===== src/rtl/servo_pkg.sv =====
// Shared constants, types and helpers for the servo scheduler.
// Duty words are counted in clock cycles of the 100 MHz system clock.
package servo_pkg;

    localparam int NUM_SERVOS = 4;
    localparam int SEL_W      = 2;
    localparam int DUTY_W     = 21;

    localparam logic [DUTY_W-1:0] DUTY_MIN    = 21'd100000;
    localparam logic [DUTY_W-1:0] DUTY_MAX    = 21'd200000;
    localparam logic [DUTY_W-1:0] DUTY_CENTER = 21'd150000;
    localparam logic [DUTY_W-1:0] STEP        = 21'd2000;

    // 25 ms of silence from the mux before a channel is skipped
    localparam int TIMEOUT_CYCLES = 2500000;

    typedef enum logic [1:0] {
        IDLE,
        LOAD,
        WAIT,
        ADVANCE
    } state_t;

    // Force any requested duty into the mechanically safe window
    function automatic logic [DUTY_W-1:0] clampDuty(input logic [DUTY_W-1:0] duty);
        logic [DUTY_W-1:0] result;
        result = duty;
        if (duty < DUTY_MIN) begin
            result = DUTY_MIN;
        end else if (duty > DUTY_MAX) begin
            result = DUTY_MAX;
        end
        return result;
    endfunction

endpackage


===== src/rtl/servo_slew.sv =====
// Combinational clamp plus one step of slew from the live duty toward a target.
// STEP_SIZE bounds the move; a step as wide as the whole duty window makes the
// output simply the clamped target, which is how the write path reuses it.
import servo_pkg::*;

module servo_slew #(
    parameter logic [DUTY_W-1:0] STEP_SIZE = STEP
) (
    input  logic [DUTY_W-1:0] i_live,
    input  logic [DUTY_W-1:0] i_target,
    output logic [DUTY_W-1:0] o_next
);

    logic [DUTY_W-1:0] w_target;
    logic [DUTY_W-1:0] w_diff;
    logic [DUTY_W-1:0] w_delta;

    // Move toward the clamped target by at most STEP_SIZE; both operands sit in
    // the legal window so neither the add nor the subtract can wrap
    always_comb begin
        w_target = clampDuty(i_target);
        w_diff   = '0;
        w_delta  = '0;
        o_next   = i_live;
        if (w_target > i_live) begin
            w_diff  = w_target - i_live;
            w_delta = (w_diff > STEP_SIZE) ? STEP_SIZE : w_diff;
            o_next  = i_live + w_delta;
        end else if (w_target < i_live) begin
            w_diff  = i_live - w_target;
            w_delta = (w_diff > STEP_SIZE) ? STEP_SIZE : w_diff;
            o_next  = i_live - w_delta;
        end
    end

endmodule


===== src/rtl/servo_scheduler.sv =====
// Round-robin scheduler for the 4-channel servo PWM mux. Each slot loads the
// selected servo's slewed duty, waits for the mux to finish one PWM period
// (or for the watchdog to give up), then moves on to the next servo.
import servo_pkg::*;

module servo_scheduler #(
    parameter int TIMEOUT = TIMEOUT_CYCLES
) (
    input  logic                clk,
    input  logic                rst,
    input  logic                Enable,
    input  logic                WrEn,
    input  logic [SEL_W-1:0]    WrAddr,
    input  logic [DUTY_W-1:0]   WrDuty,
    input  logic                ActivePeriodFinished,
    output logic [SEL_W-1:0]    ServoNum,
    output logic [DUTY_W-1:0]   ActiveServoDuty,
    output logic [NUM_SERVOS-1:0] AtTarget,
    output logic [NUM_SERVOS-1:0] Fault,
    output logic                Busy
);

    localparam int WD_W = $clog2(TIMEOUT + 1);
    localparam logic [WD_W-1:0] WD_LAST = WD_W'(TIMEOUT - 1);

    state_t r_state;
    state_t w_nextState;

    logic w_doLoad;
    logic w_doAdvance;
    logic w_setFault;

    logic [DUTY_W-1:0]     r_target [NUM_SERVOS];
    logic [DUTY_W-1:0]     r_live   [NUM_SERVOS];
    logic [SEL_W-1:0]      r_servoNum;
    logic [DUTY_W-1:0]     r_activeDuty;
    logic [NUM_SERVOS-1:0] r_atTarget;
    logic [NUM_SERVOS-1:0] r_fault;
    logic [WD_W-1:0]       r_watchdog;

    logic [DUTY_W-1:0] w_slewNext;
    logic [DUTY_W-1:0] w_wrClamped;

    // One slew step for the servo currently selected; LOAD sees the target as
    // it stood before any write landing in the same cycle
    servo_slew #(
        .STEP_SIZE (STEP)
    ) u_slew (
        .i_live   (r_live[r_servoNum]),
        .i_target (r_target[r_servoNum]),
        .o_next   (w_slewNext)
    );

    // Unbounded step from center yields exactly the clamped write value
    servo_slew #(
        .STEP_SIZE (DUTY_MAX - DUTY_MIN)
    ) u_wrClamp (
        .i_live   (DUTY_CENTER),
        .i_target (WrDuty),
        .o_next   (w_wrClamped)
    );

    // State register
    always_ff @(posedge clk) begin
        if (rst) begin
            r_state <= IDLE;
        end else begin
            r_state <= w_nextState;
        end
    end

    // Next-state logic and per-state control strobes; a pulse beats a
    // simultaneous watchdog expiry, and Enable is only consulted at slot edges
    always_comb begin
        w_nextState = r_state;
        w_doLoad    = 1'b0;
        w_doAdvance = 1'b0;
        w_setFault  = 1'b0;
        case (r_state)
            IDLE: begin
                if (Enable) begin
                    w_nextState = LOAD;
                end
            end
            LOAD: begin
                w_doLoad    = 1'b1;
                w_nextState = WAIT;
            end
            WAIT: begin
                if (ActivePeriodFinished) begin
                    w_nextState = ADVANCE;
                end else if (r_watchdog == WD_LAST) begin
                    w_setFault  = 1'b1;
                    w_nextState = ADVANCE;
                end
            end
            ADVANCE: begin
                w_doAdvance = 1'b1;
                w_nextState = Enable ? LOAD : IDLE;
            end
            default: begin
                w_nextState = IDLE;
            end
        endcase
    end

    // Watchdog counts cycles spent waiting for the selected channel's pulse
    always_ff @(posedge clk) begin
        if (rst) begin
            r_watchdog <= '0;
        end else if (w_doLoad) begin
            r_watchdog <= '0;
        end else if (r_state == WAIT) begin
            r_watchdog <= r_watchdog + WD_W'(1);
        end
    end

    // Commanded targets, accepted in any state and stored already clamped
    always_ff @(posedge clk) begin
        if (rst) begin
            for (int i = 0; i < NUM_SERVOS; i++) begin
                r_target[i] <= DUTY_CENTER;
            end
        end else if (WrEn) begin
            r_target[WrAddr] <= w_wrClamped;
        end
    end

    // Live duty of the selected servo takes one slew step per visit
    always_ff @(posedge clk) begin
        if (rst) begin
            for (int i = 0; i < NUM_SERVOS; i++) begin
                r_live[i] <= DUTY_CENTER;
            end
        end else if (w_doLoad) begin
            r_live[r_servoNum] <= w_slewNext;
        end
    end

    // Mux-facing select and duty; both hold their values while parked
    always_ff @(posedge clk) begin
        if (rst) begin
            r_servoNum   <= '0;
            r_activeDuty <= DUTY_CENTER;
        end else begin
            if (w_doAdvance) begin
                r_servoNum <= r_servoNum + SEL_W'(1);
            end
            if (w_doLoad) begin
                r_activeDuty <= w_slewNext;
            end
        end
    end

    // Sticky per-channel timeout flags; a faulted channel is still visited
    always_ff @(posedge clk) begin
        if (rst) begin
            r_fault <= '0;
        end else if (w_setFault) begin
            r_fault[r_servoNum] <= 1'b1;
        end
    end

    // Registered live==target status, trailing any change by one cycle
    always_ff @(posedge clk) begin
        if (rst) begin
            r_atTarget <= '1;
        end else begin
            for (int i = 0; i < NUM_SERVOS; i++) begin
                r_atTarget[i] <= (r_live[i] == r_target[i]);
            end
        end
    end

    assign ServoNum        = r_servoNum;
    assign ActiveServoDuty = r_activeDuty;
    assign AtTarget        = r_atTarget;
    assign Fault           = r_fault;
    assign Busy            = (r_state != IDLE);

endmodule

===== config.mk =====
export PLATFORM = sky130hd
export DESIGN_NAME = servo_scheduler
export DESIGN_NICKNAME = d
export VERILOG_FILES = /design/src/rtl/servo_pkg.sv /design/src/rtl/servo_slew.sv /design/src/rtl/servo_scheduler.sv
export SDC_FILE = /design/constraint.sdc
export NUM_CORES = 1
export LEC_CHECK = 0
export CAP_MARGIN = 20
export CORE_AREA = 2 2 184 186
export DETAILED_ROUTE_END_ITERATION = 8
export DIE_AREA = 0 0 186 188
export DONT_BUFFER_PORTS = 1
export PLACE_DENSITY_LB_ADDON = 0.05
export SLEW_MARGIN = 20
export SYNTH_ARGS = -nofsm -noshare
export SYNTH_HDL_FRONTEND = slang
export SYNTH_HIERARCHICAL = 1
export SYNTH_SLANG_ARGS = --single-unit

===== constraint.sdc =====
create_clock -name clk -period 18.4 [get_ports clk]
set_input_delay 4.6 -clock clk [delete_from_list [all_inputs] [get_ports clk]]
set_output_delay 4.6 -clock clk [all_outputs]
set_load 0.005 [all_outputs]

======== Word-level counts from Yosys, hierarchy flattened ========
Memory sizes are Yosys's and may differ from the RTL's. A register that Yosys moved wholly into a read port is not among the register bits.
Index checks and enable logic that the tools add are counted.
storage, ports and cells
  flip-flop bits (word level) ............. 55
  RAM bits ................................ 168
  word-level logic and storage cells ...... 92
  memories kept ........................... 2
cells by class
  add/subtract/negate cells ............... 10
  $lt $le $gt $ge ......................... 14
  equal/unequal tests ..................... 10
  mux-type cells .......................... 42
  bitwise gates (word level) .............. 1
  reduce and logical (&&, ||, !) cells .... 7
memories
  memory    words  width  read ports  clocked after Yosys merged registers in  write ports  RTL line               source
  r_live    4      21     5           1                                        4            servo_scheduler.sv:34  logic [DUTY_W-1:0] r_live [NUM_SERVOS];
  r_target  4      21     5           1                                        4            servo_scheduler.sv:33  logic [DUTY_W-1:0] r_target [NUM_SERVOS];
operator list
  cell                                                                               number
  21-bit two-way mux                                                                 14
  21-bit == test                                                                     4
  21-bit by 18-bit greater-than comparator with 1-bit output, second input constant  3
  21-bit subtractor                                                                  3
  21-bit by 11-bit greater-than comparator with 1-bit output, second input constant  2
  21-bit by 17-bit greater-than comparator with 1-bit output, second input constant  2
  21-bit by 17-bit less-than comparator with 1-bit output, second input constant     2
  21-bit OR reduction                                                                2
  18-bit by 21-bit subtractor with 21-bit output, first input constant               2
  22-bit by 1-bit adder with 22-bit output, second input constant                    1
  22-bit == test, second input constant                                              1
  18-bit by 21-bit adder with 21-bit output, first input constant                    1
  21-bit adder                                                                       1
  21-bit greater-than comparator                                                     1
  21-bit by 18-bit less-than comparator with 1-bit output, second input constant     1
  21-bit less-than comparator                                                        1
  21-bit by 18-bit subtractor with 21-bit output, second input constant              1
  2-bit two-way mux                                                                  9
  1-bit two-way mux                                                                  17
  2-bit one-hot mux with 4 select lines                                              1
  2-bit == test, second input constant                                               2
  4-bit OR                                                                           1
  2-bit by 3-bit less-than comparator with 1-bit output, second input constant       1
  3-bit inequality test, second input constant                                       1
  10 further kinds                                                                   10

======== Logic depth before layout (Yosys ltp) ========
Gate-level depths: netlist of run 1.
  word-level depth ........................ 10
  gate-level depth with buffers ........... 40

======== By module ========
Netlist of run 1, hierarchy kept.
by module, submodules not included
  module                  times used  cells an instance  area each (µm²)  sequential area each (µm²)
  servo_scheduler         1           761                10427.5          6185.9
  servo_slew (u_wrClamp)  1           818                5441.5           0.0
  servo_slew (u_slew)     1           799                5352.6           0.0

======== Least setup slack after synthesis of run 1 ========
OpenSTA, ideal clock, no wires.
  kind .................................... input-to-reg
  start ................................... input port WrDuty[13]
  end ..................................... memory r_target[0][12], data pin
  arrival ................................. 10.771 ns
  setup slack ............................. 7.374 ns
  cell stages on the path ................. 28
  path buffers ............................ 1
  path through ............................ or3_1 > a311o_1 > a31oi_1 > nor2_1 > nand2_1 > inv_1 > ha_1 > fa_1 > nor2b_1 > o211ai_4 > a32oi_4 > a31oi_4 > xnor2_1 > or3_1 > o311a_1 > buf_6 > or3_1 > ha_1 > nor2b_1 > o21ai_0 > a21boi_0 > o21ai_0 > a211oi_1 > or3_1 > a21oi_1 > xor2_1 > a21oi_1 > and2_1
RTL lines
  item                RTL line               source
  start: declaration  servo_scheduler.sv:14  input logic [DUTY_W-1:0] WrDuty,
  end: declaration    servo_scheduler.sv:33

==> out/results.tsv, run 1 <==
stage	metric	value	unit
setup_path	CP most frequent cell	nor2_1	
die	Die W	186	microns
setup_path	Slowest-stage cell, CP	nor3_1	
worst_hold_path	worst min-delay path class	reg2reg	
detailed_routing	routed wire length	64.3	mm
sta	Worst Hold Slack	0.480	ns
synthesis	Syn Area/Cell	8.92	sq um
sta	FMAX	85.7	MHz
detailed_routing	DR iter-0 viols	2044	
sta	final-report hold violation count	0	
placement	I/O Buffers	0	
sta	worst-margin pin slew	1.25	ns
clock_tree	root buffer cell	clkbuf_16	
die	IO Pins	60	
die	DIE HEIGHT	188	microns
detailed_routing	vias per cell	6.50	
setup_path	crit path capture type	flip-flop	
placement	DP HPWL	50.0	mm
sta	max_slew headroom	16.2	%
clock_tree	CTS Buf Count	22	
detailed_routing	drt pass-1 iters	5	
synthesis	Yosys cell types	108	
sta	Clock Skews	0.0292	ns
placement	placer congestion estimate	1.01	
clock_tree	CTS tree	built	
clock_tree	post-CTS setup buffers	0	
synthesis	Synth top cells by count	169 x ha_1, 168 x edfxtp_1, 167 x a21oi_1, 163 x nand2_1, 154 x nor2_1	
finish	Non-Filler Instances	2895	
synthesis	most frequent cell after synthesis	ha_1	
power	total power	2.22	mW
synthesis	flops & latches, synth	225	
finish	share of cells above drive strength 1	7.03	%
synthesis	post-synth top area share	23.8	%
global_route	overall routing resource usage	36.4	%
power	P_leak	8.96	nW
synthesis	Async S/R FF share, synth	0	%
sta	Final Critical Period	11.67	ns
die	Initial Util	64.1	%
global_route	initial antenna violation count	0	
synthesis	Post-synth EDFFs	168	
global_route	largest net degree at the start of global routing	43	
synthesis	sequential area share after synthesis	29.1	%
placement	cell total after placement	2855	
synthesis	Synth warnings	6	
synthesis	Synth Cell Area	21200	sq um
synthesis	Synth area leaders	edfxtp_1 24%, ha_1 10%, xnor2_1 5.8%	
clock_tree	CTS resizes	0	
detailed_routing	Vias	18800	
global_route	first-pass GRT wire length	98.7	mm
die	Std-Cell Rows	67	
clock_tree	Max Buffers Root-to-Sink	3	
detailed_routing	routed wirelength normalized by instance count	22.2	microns
sta	Fin Setup TNS	0	ns
finish	nets	2636	
run	Max Cap Viol	0	
finish	Core Util, Final	68.3	%
power	P per Cell Area	98.4	nW/um^2
power	Worst VDD drop	0.0000715	V
detailed_routing	Final ANT Viol Nets	0	
sta	Setup Viol. Count Final	0	
setup_path	worst setup path class	in2reg	
synthesis	top_reg_cell synth	edfxtp_1	
setup_path	worst-path maximum fanout	12	
finish	Layout Area Growth over Synthesis	6.54	%
global_route	gr ovfl total	0	
clock_tree	Worst-Skew Late Latency	0.52	ns
die	Die ar.	35000	sq um
sta	RSZ-0062 raised after global routing	false	
setup_path	Req. time, crit path	18.77	ns
synthesis	post-synth top area cell	edfxtp_1	
setup_path	Critical Path AT	12.03	ns
detailed_routing	Remaining DRCs	0	
finish	number of diodes	0	
global_route	vias in the first global route	17600	
clock_tree	H-tree depth	1	
synthesis	Mapped Cells	2378	
setup_path	CP startpoint kind	input pin	
clock_tree	Clk pin slew, worst setup/hold paths	0.06	ns
sta	fin crit share	63.4	%
status	outcome	finished clean	
clock_tree	hold bufs inserted after CTS	0	
sta	max-slew violation count	0	
clock_tree	clk sink count	225	
die	Core Region	33100	sq um
setup_path	crit-path max cell delay	0.58	ns
## path summary, 6_finish.rpt
| path | slack [ns] | end | cells past startpoint | from |
|---|---|---|---|---|
| max | 6.73 | r_target[1][15]$_SDFFCE_PN0P_ | 30 | WrDuty[13] |
| min | 0.48 | ActiveServoDuty[1]$_SDFFE_PP0N_ | 1 | ActiveServoDuty[1]$_SDFFE_PP0N_ |
| max reg2reg | 7.45 | ActiveServoDuty[20]$_SDFFE_PP0N_ | 34 | flip-flop |
| min reg2reg | 0.48 | ActiveServoDuty[1]$_SDFFE_PP0N_ | 1 | ActiveServoDuty[1]$_SDFFE_PP0N_ |
## layout make-up
cell class	count	area, sq um
tap	448	561
clock inverter	15	126
sequential	225	6190
clock buffer	25	583
inverter	128	480
timing repair buffer	11	82.6
fill	2701	10500
multi-input combinational	2043	14600
## flip-flops by register name, indices dropped and copies added (netlist names), named ones only
name             count
AtTarget             4
r_target            84
r_state              2
r_live              84
ActiveServoDuty     21
Fault                4
r_watchdog          22
ServoNum             2
## stage by stage
| stage | setup WS, ns | cell area [sq um] |
|---|---|---|
| global route | 6.17 | 22600 |
| finish | 6.73 | 22600 |
| floorplan | 7.37 | 21700 |
| CTS | 6.87 | 22600 |
| global placement | 6.67 | 21900 |
| detailed placement | 6.38 | 21900 |
## report_power, final
group / switching, mW / internal (mW) / leakage, nW
Clock: 0.195 / 0.256 / 0.354
Sequential: 0.0593 / 0.613 / 2.05
Combinational: 0.681 / 0.419 / 6.55
## metal layers
layer,up-vias,wire (microns),GRT usage (%)
li1,8707,-,-
met1,8975,25800,48.4
met2,987,29700,59.7
met3,149,5750,5.32
met4,0,3010,14.6
met5,-,0,0
## layout by cell type (no fill, tap or decap), types with 40 or more instances in the layout
| master | Yosys | routed |
|---|---|---|
| o21ai_0 | 99 | 99 |
| nand2b_1 | 98 | 98 |
| inv_1 | 128 | 128 |
| xnor2_1 | 140 | 140 |
| dfxtp_1 | 57 | 55 |
| nor2_1 | 154 | 153 |
| conb_1 | 6 | 131 |
| nand4_1 | 40 | 40 |
| edfxtp_1 | 168 | 168 |
| xor2_1 | 59 | 59 |
| and2_1 | 115 | 115 |
| ha_1 | 169 | 169 |
| a21oi_1 | 167 | 167 |
| mux4_2 | 42 | 42 |
| nand3_1 | 50 | 50 |
| a21o_1 | 72 | 72 |
| nor3_1 | 50 | 46 |
| nand2_1 | 163 | 163 |
## cells by family (layout without fill, tap and decap cells)
family / after synthesis / after routing / synth area share (%)
AOI/OAI and AO/OA: 642 / 642 / 21.1
xor gates and xnor gates: 199 / 199 / 8.21
adders and majority gates: 177 / 177 / 10.7
buffers and inverters: 235 / 179 / 4.63
DFF: 225 / 225 / 29.1
muxes: 52 / 52 / 4.93
other: 6 / 131 / 0.106
and+or+nand+nor: 842 / 842 / 21.2
## worst max-delay path, delay by kind of cell
family	cells	cell delay, ns
compound gates	14	3.63
simple gates	11	2.68
xor+xnor	1	0.12
buf+inv	1	0.06
fa+ha+maj	2	0.82
mux	1	0.10
(Power assumes the default switching activity.)
==> run 2: changes to the inputs <==
--- a/config.mk
+++ b/config.mk
@@ -6,9 +6,9 @@
 export NUM_CORES = 1
 export LEC_CHECK = 0
 export CAP_MARGIN = 20
-export CORE_AREA = 2 2 184 186
+export CORE_AREA = 2 2 192 194
 export DETAILED_ROUTE_END_ITERATION = 8
-export DIE_AREA = 0 0 186 188
+export DIE_AREA = 0 0 194 196
 export DONT_BUFFER_PORTS = 1
 export PLACE_DENSITY_LB_ADDON = 0.05
 export SLEW_MARGIN = 20
==> constraint.sdc (replaced) <==
create_clock -name clk -period 10.4 [get_ports clk]
set_input_delay 2.6 -clock clk [delete_from_list [all_inputs] [get_ports clk]]
set_output_delay 2.6 -clock clk [all_outputs]
set_load 0.005 [all_outputs]
==> out/results.tsv, run 2 (synthesized netlist as in run 1, its figures left out) <==
stage	metric	value	unit	change
finish	number of diodes	0		unchanged
die	IO Pins	60		unchanged
sta	RSZ-0062 raised after global routing	false		
clock_tree	root buffer cell	clkbuf_16		
worst_hold_path	worst min-delay path class	reg2reg		
global_route	GRT met2 Usage	55.8	%	-3.9 points
clock_tree	CTS Buf Count	21		-4.5%
die	Die ar.	38000	sq um	+8.7%
clock_tree	clk sink count	225		unchanged
die	Core Region	36100	sq um	+9.0%
sta	max_slew headroom	21.0	%	+4.8 points
setup_path	crit-path max cell delay	0.84	ns	+0.26 ns
finish	Design Area, Final	22800	sq um	+0.88%
detailed_routing	routed wire length	65.4	mm	+1.7%
placement	cell total after placement	2893		+1.3%
sta	final-report hold violation count	0		unchanged
global_route	gr ovfl total	0		unchanged
setup_path	worst-path maximum fanout	30		+18
global_route	GRT met1 Usage	45.4	%	-3.0 points
finish	final-layout fill cell count	3159		+17%
global_route	first-pass GRT wire length	101	mm	+2.3%
finish	commonest non-fill, non-tap cells in the layout	169 x ha_1, 168 x edfxtp_1, 167 x a21oi_1		
power	P per Cell Area	174	nW/um^2	+77%
setup_path	FF-to-FF path depth	33		-2.9%
sta	Final WS setup	0.782	ns	-5.95 ns
sta	Final Critical Period	9.62	ns	
sta	max-slew violation count	0		unchanged
sta	worst-margin pin slew	1.17	ns	-0.0729 ns
detailed_routing	Final ANT Viol Nets	0		unchanged
die	DIE HEIGHT	196	microns	+4.3%
power	total power	3.97	mW	+79%
finish	share of cells above drive strength 1	7.75	%	+0.73 points
die	Die W	194	microns	+4.3%
power	P_leak	9.06	nW	+1.2%
setup_path	worst setup path class	reg2reg		
detailed_routing	Remaining DRCs	0		unchanged
sta	Setup Viol. Count Final	0		unchanged
status	outcome	finished clean		
clock_tree	hold bufs inserted after CTS	0		unchanged
sta	Fin Setup TNS	0	ns	unchanged
clock_tree	CTS resizes	0		unchanged
setup_path	Slowest-stage cell, CP	dfxtp_2		
sta	FMAX	104	MHz	
global_route	grt met3 use	4.33	%	-0.99 points
sta	fin crit share	92.5	%	
detailed_routing	DR iter-0 viols	1945		-4.8%
detailed_routing	Vias	18700		-0.82%
run	Max Cap Viol	0		unchanged
clock_tree	CTS tree	built		
setup_path	Critical Path AT	9.90	ns	-2.13 ns
setup_path	crit path capture type	flip-flop		
placement	DP HPWL	51.7	mm	+3.4%
global_route	GRT busiest layer	met2		
clock_tree	H-tree depth	1		unchanged
placement	placer congestion estimate	0.993		-1.2%
power	Worst VDD drop	0.000187	V	+160%
sta	Clock Skews	0.0380	ns	+0.00881 ns
clock_tree	Worst-Skew Late Latency	0.53	ns	about the same
finish	Largest regs	r_live (84), r_target (84), r_watchdog (22)		
global_route	largest net degree at the start of global routing	43		unchanged
placement	Setup WS pre-CTS	0.689	ns	-5.69 ns
detailed_routing	drt pass-1 iters	6		+1
finish	nets	2653		+0.64%
placement	instance area after placement	22100	sq um	+0.75%
worst_hold_path	Hold Crit Depth	1		unchanged
clock_tree	Max Buffers Root-to-Sink	3		unchanged
detailed_routing	routed wirelength normalized by instance count	22.3	microns	+0.43%
die	Initial Util	58.8	%	-5.3 points
placement	I/O Buffers	0		unchanged
finish	commonest non-fill, non-tap cell in the layout	ha_1		
die	Std-Cell Rows	70		+4.5%
global_route	vias in the first global route	17700		+0.36%
global_route	initial antenna violation count	0		unchanged
global_route	overall routing resource usage	33.9	%	-2.5 points
finish	Non-Filler Instances	2931		+1.2%
setup_path	CP startpoint kind	flip-flop		
setup_path	Req. time, crit path	10.68	ns	-8.09 ns
clock_tree	Clk pin slew, worst setup/hold paths	0.07	ns	about the same
detailed_routing	vias per cell	6.37		-2.0%
setup_path	CP most frequent cell	a21oi_1		
finish	Layout Area Growth over Synthesis	7.48	%	
clock_tree	post-CTS setup buffers	0		unchanged
## run 2: cell types whose count changed in the layout (fill, tap and decap cells not counted), sizes merged
cell,change
buf,+18
clkbuf,+1
clkinv,-7
clkinvlp,+3
inv,+1
## run 2: metrics by stage
step	hold slack, ns	util (%)
floorplan	0.447	-
global placement	0.455	61.1
detailed placement	0.466	61.1
CTS	0.482	63.2
global route	0.504	63.2
finish	0.479	63.2
## run 2: layer usage
| layer | share of wire [%] | wire length, microns | up-vias |
|---|---|---|---|
| met5 | 0 | 0 | - |
| met4 | 4.8 | 3110 | 0 |
| met3 | 7.6 | 4990 | 139 |
| met2 | 46 | 30300 | 832 |
| met1 | 41 | 27000 | 8971 |
| li1 | - | - | 8721 |
## run 2: area by class of cell
cell class              count  area (sq um)  share of cell area [%]
clock inverters            12           116                   0.510
multi-input cells        2043         14600                    63.9
well taps                 468           586                    2.57
inverters                 128           480                    2.11
flip-flops and latches    225          6190                    27.1
repair buffers             29           230                    1.01
clock buffers              26           628                    2.75
## run 2: worst max-delay path, delay by kind of cell, from the launching register on
family	cells	cell delay, ns
AOI/OAI and AO/OA	18	3.98
and+or+nand+nor	9	2.63
DFF	1	0.84
adders and majority gates	2	0.80
xor gates and xnor gates	2	0.55
muxes	1	0.51
buffers and inverters	1	0.09
## run 2: final timing paths
check	startpoint	end	slack, ns
max	flip-flop	r_live[3][20]$_DFFE_PP_	0.78
min	ActiveServoDuty[12]$_SDFFE_PP0N_	ActiveServoDuty[12]$_SDFFE_PP0N_	0.48
max reg2reg	flip-flop	r_live[3][20]$_DFFE_PP_	0.78
min reg2reg	ActiveServoDuty[12]$_SDFFE_PP0N_	ActiveServoDuty[12]$_SDFFE_PP0N_	0.48
## run 2: report_power, final
group	switching [mW]	total [mW]	leakage, nW	internal (mW)
clock	0.339	0.820	0.360	0.481
sequential	0.103	1.19	2.05	1.08
combinational	1.21	1.96	6.65	0.758
==> run 3: changes to the inputs <==
--- a/config.mk
+++ b/config.mk
@@ -6,9 +6,9 @@
 export NUM_CORES = 1
 export LEC_CHECK = 0
 export CAP_MARGIN = 20
-export CORE_AREA = 2 2 192 194
+export CORE_AREA = 2 2 184 186
 export DETAILED_ROUTE_END_ITERATION = 8
-export DIE_AREA = 0 0 194 196
+export DIE_AREA = 0 0 186 188
 export DONT_BUFFER_PORTS = 1
 export PLACE_DENSITY_LB_ADDON = 0.05
 export SLEW_MARGIN = 20
==> constraint.sdc (replaced) <==
create_clock -name clk -period 11.78 [get_ports clk]
set_input_delay 2.945 -clock clk [delete_from_list [all_inputs] [get_ports clk]]
set_output_delay 2.945 -clock clk [all_outputs]
set_load 0.005 [all_outputs]
==> out/results.tsv, run 3 (synthesized netlist as in run 1, its figures left out) <==
stage	metric	value	unit	change
sta	final-report hold violation count	0		unchanged
setup_path	Slowest-stage cell, CP	dfxtp_2		
clock_tree	root buffer cell	clkbuf_16		
power	Reg power frac	30.8	%	+0.9 points
power	Worst VDD drop	0.000139	V	-25%
power	total power	3.42	mW	-14%
die	DIE HEIGHT	188	microns	-4.1%
finish	commonest non-fill, non-tap cell in the layout	ha_1		
die	Initial Util	64.1	%	+5.3 points
setup_path	crit path capture type	flip-flop		
sta	Fin Setup TNS	0	ns	unchanged
finish	Layout Area Growth over Synthesis	6.33	%	
clock_tree	H-tree depth	1		unchanged
detailed_routing	Final ANT Viol Nets	0		unchanged
clock_tree	hold bufs inserted after CTS	0		unchanged
clock_tree	Worst-Skew Late Latency	0.52	ns	about the same
finish	commonest non-fill, non-tap cells in the layout	169 x ha_1, 168 x edfxtp_1, 167 x a21oi_1		
power	Clock Power Share	19.1	%	-1.5 points
die	IO Pins	60		unchanged
power	Logic pwr share	50.1	%	+0.7 points
sta	Setup Viol. Count Final	0		unchanged
detailed_routing	Remaining DRCs	0		unchanged
sta	FMAX	97.5	MHz	-6.3%
run	Max Cap Viol	0		unchanged
clock_tree	clk sink count	225		unchanged
global_route	vias in the first global route	18000		+2.1%
clock_tree	Clk pin slew, worst setup/hold paths	0.07	ns	about the same
placement	DP HPWL	50.3	mm	-2.7%
finish	number of diodes	0		unchanged
power	P_leak	8.92	nW	-1.6%
sta	max_slew headroom	26.6	%	+5.6 points
power	P per Cell Area	152	nW/um^2	-13%
sta	worst-margin pin slew	1.09	ns	-0.0816 ns
power	Sw Share	42.2	%	+0.72 points
finish	share of cells above drive strength 1	7.03	%	-0.72 points
global_route	initial antenna violation count	0		unchanged
status	outcome	finished clean		
detailed_routing	routed wirelength normalized by instance count	22.1	microns	-0.77%
clock_tree	CTS Buf Count	21		unchanged
setup_path	Req. time, crit path	12.15	ns	+1.47 ns
detailed_routing	routed wire length	64.1	mm	-2.1%
placement	I/O Buffers	0		unchanged
setup_path	CP most frequent cell	o21ai_0		
setup_path	Critical Path AT	10.63	ns	+0.73 ns
sta	fin crit share	87.1	%	-5.4 points
die	Die W	186	microns	-4.1%
global_route	first-pass GRT wire length	99.8	mm	-1.1%
global_route	gr ovfl total	0		unchanged
detailed_routing	Vias	18800		+0.66%
sta	Final Critical Period	10.26	ns	+0.641 ns
power	internal power	1.98	mW	-15%
sta	RSZ-0062 raised after global routing	false		
detailed_routing	drt pass-1 iters	6		unchanged
finish	final-layout fill cell count	2704		-14%
finish	Largest regs	r_live (84), r_target (84), r_watchdog (22)		
finish	nets	2635		-0.68%
setup_path	worst-path maximum fanout	24		-20%
die	Die ar.	35000	sq um	-8.0%
sta	max-slew violation count	0		unchanged
setup_path	crit-path max cell delay	0.75	ns	-0.09 ns
power	NetSw	1.45	mW	-12%
clock_tree	post-CTS setup buffers	0		unchanged
placement	placer congestion estimate	1.01		+1.6%
die	Core Region	33100	sq um	-8.2%
clock_tree	CTS tree	built		
setup_path	worst setup path class	reg2reg		
global_route	largest net degree at the start of global routing	31		-28%
detailed_routing	vias per cell	6.49		+2.0%
setup_path	CP startpoint kind	flip-flop		
sta	Clock Skews	0.0385	ns	+0.000470 ns
clock_tree	Max Buffers Root-to-Sink	3		unchanged
worst_hold_path	worst min-delay path class	reg2reg		
global_route	overall routing resource usage	36.7	%	+2.8 points
detailed_routing	DR iter-0 viols	1811		-6.9%
clock_tree	CTS resizes	0		unchanged
die	Std-Cell Rows	67		-4.3%
[run 3: critical path: cells and delay by family (launching register included)]
kind / cells / cell delay, ns
simple gates: 11 / 3.12
flops: 1 / 0.75
buf+inv: 2 / 0.62
mux: 1 / 0.63
compound gates: 16 / 4.11
fa+ha+maj: 3 / 0.87
[run 3: power by group through the flow]
stage,Sequential [mW],Combinational [mW],Clock [mW]
floorplan,1.02,1.27,0
global placement,1.06,1.63,0
global route,1.06,1.86,0.680
detailed placement,1.07,1.65,0
finish,1.06,1.71,0.653
CTS,1.05,1.66,0.652
[run 3: worst paths after layout]
check,slack [ns],cells past startpoint,from,endpoint
min,0.48,1,ActiveServoDuty[9]$_SDFFE_PP0N_,ActiveServoDuty[9]$_SDFFE_PP0N_
max,1.52,33,flip-flop,r_live[3][18]$_DFFE_PP_
min reg2reg,0.48,1,ActiveServoDuty[9]$_SDFFE_PP0N_,ActiveServoDuty[9]$_SDFFE_PP0N_
max reg2reg,1.52,33,flip-flop,r_live[3][18]$_DFFE_PP_
[run 3: cell type report]
| cell class | instances | area (sq um) | area share [%] |
|---|---|---|---|
| repair buffers | 11 | 82.6 | 0.366 |
| clock inverters | 6 | 42.5 | 0.189 |
| flip-flops and latches | 225 | 6190 | 27.4 |
| inverters | 128 | 480 | 2.13 |
| well taps | 448 | 561 | 2.48 |
| multi-input cells | 2043 | 14600 | 64.7 |
| clock buffers | 32 | 617 | 2.73 |
[run 3: layer usage]
metal / wire length [microns] / global-route usage [%] / up-vias
met2: 29600 / 59.6 / 949
li1: - / - / 8717
met5: 0 / 0 / -
met3: 5460 / 5.05 / 189
met1: 25600 / 48.7 / 8931
met4: 3330 / 16.3 / 0
[run 3: stage by stage]
step | cell area [sq um] | hold WS (ns) | util [%] | setup slack (ns) | cells
2_1_floorplan | 21700 | 0.447 | - | 2.41 | 2503
3_3_place_gp | 21900 | 0.460 | 66.1 | 1.46 | 2855
3_5_place_dp | 21900 | 0.467 | 66.1 | 1.28 | 2855
4_1_cts | 22600 | 0.484 | 68.1 | 1.65 | 2893
5_1_grt | 22600 | 0.506 | 68.1 | 0.686 | 2893
6_report | 22600 | 0.480 | 68.1 | 1.52 | 2893
